**src/rtl/dmem_arbiter.sv**
```systemverilog
// dmem_arbiter: shares one synchronous data RAM port between the core memory
// stage and a loader/debug port.
//
// Optional feature macro: DMEM_ARB_AGING_EN. When it is defined, a loader that
// waits MAX_WAIT arbitration cycles wins over the core for one cycle. When it is
// undefined, the core has strict priority and the loader can starve.
//
// Handshake: a requester raises Req with its command and holds both until Gnt is
// high in the same cycle. The command is accepted on that cycle's rising edge.
// Gnt is combinational from the current requests and the arbiter state. A granted
// read returns exactly one RValid pulse two cycles after the grant, and RData is
// valid with that pulse. RData holds its last value when RValid is low.
// arb_state exposes the FSM state for debug (0 = ARB, 1 = LOCK).
module dmem_arbiter #(
  parameter int AW       = 32,
  parameter int DW       = 32,
  parameter int MAX_WAIT = 4
) (
  input  logic          clk,
  input  logic          rst,
  input  logic          CoreReq,
  input  logic          CoreWe,
  input  logic [AW-1:0] CoreAddr,
  input  logic [DW-1:0] CoreWData,
  output logic          CoreGnt,
  output logic          StallM,
  output logic          CoreRValid,
  output logic [DW-1:0] CoreRData,
  input  logic          LdReq,
  input  logic          LdLock,
  input  logic          LdWe,
  input  logic [AW-1:0] LdAddr,
  input  logic [DW-1:0] LdWData,
  output logic          LdGnt,
  output logic          LdRValid,
  output logic [DW-1:0] LdRData,
  output logic          MemEn,
  output logic          MemWe,
  output logic [AW-1:0] MemAddr,
  output logic [DW-1:0] MemWData,
  input  logic [DW-1:0] MemRData,
  output logic          arb_state
);

  typedef enum logic {
    ARB  = 1'b0,
    LOCK = 1'b1
  } state_t;

  state_t state;
  state_t state_nxt;

  logic core_gnt;
  logic ld_gnt;
  logic aging_hit;

  // In-flight pipe: stage 1 is the command on Mem*, and MemEn marks it valid.
  // Stage 2 is the cycle in which MemRData carries the read data.
  logic s1_ld;
  logic s1_rd;
  logic s2_valid;
  logic s2_ld;

  logic          core_rv;
  logic          ld_rv;
  logic [DW-1:0] core_rdata_q;
  logic [DW-1:0] ld_rdata_q;

`ifdef DMEM_ARB_AGING_EN
  localparam int CW = (MAX_WAIT < 1) ? 1 : $clog2(MAX_WAIT + 1);

  logic [CW-1:0] wait_cnt;

  // Count the arbitration cycles in which the loader waits. The count saturates
  // at the threshold and clears when the loader is served or drops its request.
  always_ff @(posedge clk or negedge rst) begin
    if (!rst) begin
      wait_cnt <= '0;
    end else if (ld_gnt || !LdReq) begin
      wait_cnt <= '0;
    end else if ((state == ARB) && (wait_cnt < CW'(MAX_WAIT))) begin
      wait_cnt <= wait_cnt + 1'b1;
    end
  end

  assign aging_hit = (state == ARB) && (wait_cnt >= CW'(MAX_WAIT));
`else
  // Strict core priority: the loader never ages past the core, so MAX_WAIT has no effect.
  assign aging_hit = (MAX_WAIT < 0);
`endif

  // Arbiter state register.
  always_ff @(posedge clk or negedge rst) begin
    if (!rst) begin
      state <= ARB;
    end else begin
      state <= state_nxt;
    end
  end

  // Next state: a locked loader grant enters LOCK. LOCK is released by the
  // first cycle with LdLock low and no loader grant.
  always_comb begin
    state_nxt = state;
    case (state)
      ARB:     if (ld_gnt && LdLock) state_nxt = LOCK;
      LOCK:    if (!LdLock && !ld_gnt) state_nxt = ARB;
      default: state_nxt = ARB;
    endcase
  end

  // Grant decode: the core wins in ARB unless the loader has aged. Only the
  // loader is served in LOCK. All grants are forced low while in reset.
  always_comb begin
    core_gnt = 1'b0;
    ld_gnt   = 1'b0;
    if (rst) begin
      if (state == LOCK) begin
        ld_gnt = LdReq;
      end else begin
        core_gnt = CoreReq && !(aging_hit && LdReq);
        ld_gnt   = LdReq && (!CoreReq || aging_hit);
      end
    end
  end

  // Drive the handshake outputs from the grant decode.
  always_comb begin
    CoreGnt   = core_gnt;
    LdGnt     = ld_gnt;
    StallM    = rst && CoreReq && !core_gnt;
    arb_state = state;
  end

  // Register the granted command onto the RAM port and advance the ownership pipe.
  always_ff @(posedge clk or negedge rst) begin
    if (!rst) begin
      MemEn    <= 1'b0;
      MemWe    <= 1'b0;
      MemAddr  <= '0;
      MemWData <= '0;
      s1_ld    <= 1'b0;
      s1_rd    <= 1'b0;
      s2_valid <= 1'b0;
      s2_ld    <= 1'b0;
    end else begin
      MemEn    <= core_gnt || ld_gnt;
      MemWe    <= ld_gnt ? LdWe : (core_gnt && CoreWe);
      s1_ld    <= ld_gnt;
      s1_rd    <= ld_gnt ? !LdWe : (core_gnt && !CoreWe);
      s2_valid <= MemEn && s1_rd;
      s2_ld    <= s1_ld;
      if (ld_gnt) begin
        MemAddr  <= LdAddr;
        MemWData <= LdWData;
      end else if (core_gnt) begin
        MemAddr  <= CoreAddr;
        MemWData <= CoreWData;
      end
    end
  end

  assign core_rv = s2_valid && !s2_ld;
  assign ld_rv   = s2_valid && s2_ld;

  // Keep the last returned word for each owner so RData holds between pulses.
  always_ff @(posedge clk or negedge rst) begin
    if (!rst) begin
      core_rdata_q <= '0;
      ld_rdata_q   <= '0;
    end else begin
      if (core_rv) core_rdata_q <= MemRData;
      if (ld_rv)   ld_rdata_q   <= MemRData;
    end
  end

  // Return path: pass RAM data straight through on the pulse, otherwise hold it.
  always_comb begin
    CoreRValid = core_rv;
    LdRValid   = ld_rv;
    CoreRData  = core_rv ? MemRData : core_rdata_q;
    LdRData    = ld_rv ? MemRData : ld_rdata_q;
  end

endmodule
```
**config.mk**
```make
export PLATFORM = sky130hd
export DESIGN_NAME = dmem_arbiter
export DESIGN_NICKNAME = d
export VERILOG_FILES = /design/src/rtl/dmem_arbiter.sv
export SDC_FILE = /design/constraint.sdc
export NUM_CORES = 1
export LEC_CHECK = 0
export ABC_AREA = 1
export CAP_MARGIN = 10
export CORE_ASPECT_RATIO = 0.7
export CORE_MARGIN = 4
export CORE_UTILIZATION = 40
export CTS_BUF_LIST = sky130_fd_sc_hd__clkbuf_8 sky130_fd_sc_hd__clkbuf_16
export DETAILED_ROUTE_END_ITERATION = 16
export PLACE_DENSITY = 0.86
export SYNTH_ARGS = -nofsm -noshare
export SYNTH_HDL_FRONTEND = slang
export SYNTH_SLANG_ARGS = --single-unit
```
**constraint.sdc**
```tcl
create_clock -name clk -period 1.9 [get_ports clk]
set_input_delay 0.475 -clock clk [delete_from_list [all_inputs] [get_ports clk]]
set_output_delay 0.475 -clock clk [all_outputs]
set_load 0.02 [all_outputs]
```
==> summary.txt <==
Route
  – Detailed router's first-iteration violation count: about 470
  – DR WL/cell: 18.9 um
  – Routed Antenna Nets: 0
  – DRC: 0
  – 1st-pass router iterations: 5
  – Routed vias: 6917
  – Vias per cell: ~5
  – Final wirelength: ~26 mm

Global route
  – First-pass GRT wire length: between 30 and 40 mm
  – Grt total ovfl: 0
  – Initial antenna violation count: 0
  – Vias in the first global route: just under 7000
  – GRT Total Usage: 0.252
  – Largest net degree at the start of global routing: 97

Power
  – Total power: about 12 mW
  – Peak VDD IR: ~0.56 mV
  – Leak: 6.08 nW
  – Pwr dens: around 1100 mW/mm^2

Clock tree
  – Bufs on Longest Clock Path: 2
  – CTS tree: yes
  – Clock-pin slew on the worst setup and hold paths: around 60 ps
  – TritonCTS buffer count: 17
  – Clock Latency Late Sink: 420 ps
  – Hold-fix buffers, CTS: 0
  – Root Driver: clkbuf_16
  – TritonCTS Sinks: ~140
  – H-Tree Depth: 4

Logic synthesis
  – Flops & latches, synth: 135
  – Post-synth ARST share: 1.00
  – Cell taking the most area after synthesis: dfrtp_1
  – Syn nets: a little under 1000
  – Sequential area share after synthesis: 0.528
  – Synth warn: 0
  – Cells after Synth: roughly 820
  – Synth area leaders: dfrtp_1 53%, nand3_1 15%, nand2_1 12%
  – EDFF count, synth: 0
  – Post-Syn Area: between 0.006 and 0.007 mm^2
  – Most numerous cell in the Yosys netlist: nand2_1
  – Top_reg_cell synth: dfrtp_1
  – Syn_area_per_cell: 7.76 um^2
  – Yosys top cell area share: 0.528
  – Commonest cells in the synthesized netlist: 202 x nand2_1, 192 x nand3_1, 166 x inv_1
  – Unique masters post-synth: 17

Layout
  – Synth-to-layout area growth: 74.8%
  – Net count, final: roughly 1300
  – Share of layout cells above drive strength 1: 0.215
  – Reg area: 0.00338 mm^2
  – Ant diodes: 0
  – Layout Utilization: 0.717
  – Fill count: 1082
  – Post-route cell area: 0.0112 mm^2
  – Layout Cells excl Fill: 1355
  – Multi-input logic area: between 0.002 and 0.003 mm^2

STA
  – Fin worst setup slack: -268 ps
  – Slew @ Worst Pin: about 720 ps
  – Final hold violation count: 0
  – Fmax achieved: ~460 MHz
  – Count of pins over their slew limit: 0
  – Setup TNS: -12560 ps
  – Post-Route Skew: 10.6 ps
  – Rel. slew slack: 0.519
  – Endpoints failing setup: 66
  – RSZ-0062 raised after global routing: yes
  – Hold slack: around 160 ps
  – Fin crit share: 1.14
  – Min Clock Period, post-route: between 2000 and 2500 ps

Status
  – Violated checks: setup timing
  – Status: finished with violations

Floorplanning
  – Die X: 159 um
  – Top-Level Pins: just over 300
  – Initial Util: 0.410
  – Core Footprint: ~0.016 mm^2
  – Chip height: 114 um
  – Die ar.: 0.0181 mm^2
  – Site Rows: 38

Worst setup path
  – R2R Path Start: arb_state$_DFF_PN0_
  – Worst setup SP type: flop
  – Critical path class: flop to primary output
  – WP data required: between 1000 and 1500 ps
  – Reg2Reg Depth: 6
  – CP endpoint kind: primary output
  – CP Max Fanout: 25
  – Reg2reg end: MemAddr[4]$_DFFE_PN0P_
  – R2R setup slack: ~190 ps
  – Arrival @ worst endpoint: roughly 1700 ps

Placement
  – IO buf count: about 300
  – Placement-stage cell area: 0.00976 mm^2
  – Cell total after placement: approximately 1300
  – Routability cong.: approximately 0.79
  – Post-DP HPWL: between 10 and 15 mm
  – Setup WS pre-CTS: -541 ps

Job
  – Max Cap Violations: 0

Hold path
  – Hold WC Path Type: input port to asynchronous set/reset pin
==> cells by family (layout without fill, tap and decap cells) <==
group           Yosys count  in the layout  share of synthesized area
simple gates            399            400                      0.274
buf+inv                 224            554                      0.146
flops                   135            135                      0.528
compound gates           66             66                     0.0518
==> registers in the layout, indices dropped and copies added, names as in the netlist <==
| signal | count |
|---|---|
| s1_ld | 1 |
| MemAddr | 32 |
| MemWe | 1 |
| s2_valid | 1 |
| MemEn | 1 |
| s2_ld | 1 |
| MemWData | 32 |
| core_rdata_q | 32 |
| arb_state | 1 |
| s1_rd | 1 |
| ld_rdata_q | 32 |
==> worst max path at each step <==
stage / from / endpoint / slack (ps) / cells past startpoint
after floorplan: s2_ld$_DFF_PN0_ / CoreRData[0] / -9 / 4
final: s2_valid$_DFF_PN0_ / CoreRData[21] / -270 / 6
after global routing: s2_valid$_DFF_PN0_ / CoreRData[21] / -320 / 6
after CTS: s2_valid$_DFF_PN0_ / CoreRData[13] / -220 / 5
after detailed placement: MemRData[23] / LdRData[23] / -540 / 4
after global placement: MemRData[21] / CoreRData[21] / -500 / 4
==> layer usage <==
layer	GRT usage	vias to the layer above	routed length, um	share of wire
li1	-	3185	-	-
met1	0.301	3288	9590	0.37
met2	0.430	369	12700	0.50
met3	0.0841	75	2270	0.089
met4	0.0902	0	1020	0.040
met5	0	-	0	0
==> repair_timing <==
item	4_1_cts	5_1_grt
pin swaps	0	1
gates resized for setup	626	61
setup endpoints to repair	78	156
cloned	3	6
buffers inserted	0	1
==> where the power goes <==
group / total, mW / internal (mW) / switching (mW)
Clock: 3.23 / 2.01 / 1.22
Sequential: 3.85 / 3.53 / 0.324
Combinational: 4.82 / 2.26 / 2.57
Total: 11.9 / 7.79 / 4.11
==> placed cells by master (no fill, tap or decap), drive strengths merged <==
| cell | instances |
|---|---|
| dlygate4sd2 | 9 |
| or2 | 1 |
| bufinv | 2 |
| o22ai | 1 |
| o21ai | 65 |
| clkinv | 4 |
| nand2 | 204 |
| inv | 170 |
| clkdlybuf4s50 | 196 |
| nand3 | 193 |
| clkbuf | 25 |
| nor2 | 2 |
| clkinvlp | 2 |
| dfrtp | 135 |
| dlymetal6s2s | 27 |
| buf | 119 |
==> critical path, cell delays in order, from the launching register on <==
cell     delay, ps
dfrtp_1        400
inv_1           60
or2_4          180
buf_12         230
nand2_1        130
o21ai_2        120
buf_6          160
==> cell type report <==
| type | instances | area share |
|---|---|---|
| repair buffers | 356 | 0.339 |
| flip-flops and latches | 135 | 0.302 |
| multi-input cells | 466 | 0.229 |
| inverters | 168 | 0.0564 |
| clock buffers | 20 | 0.0417 |
| well taps | 200 | 0.0224 |
| clock inverters | 10 | 0.00951 |
Power figures use the tool's default switching activity.
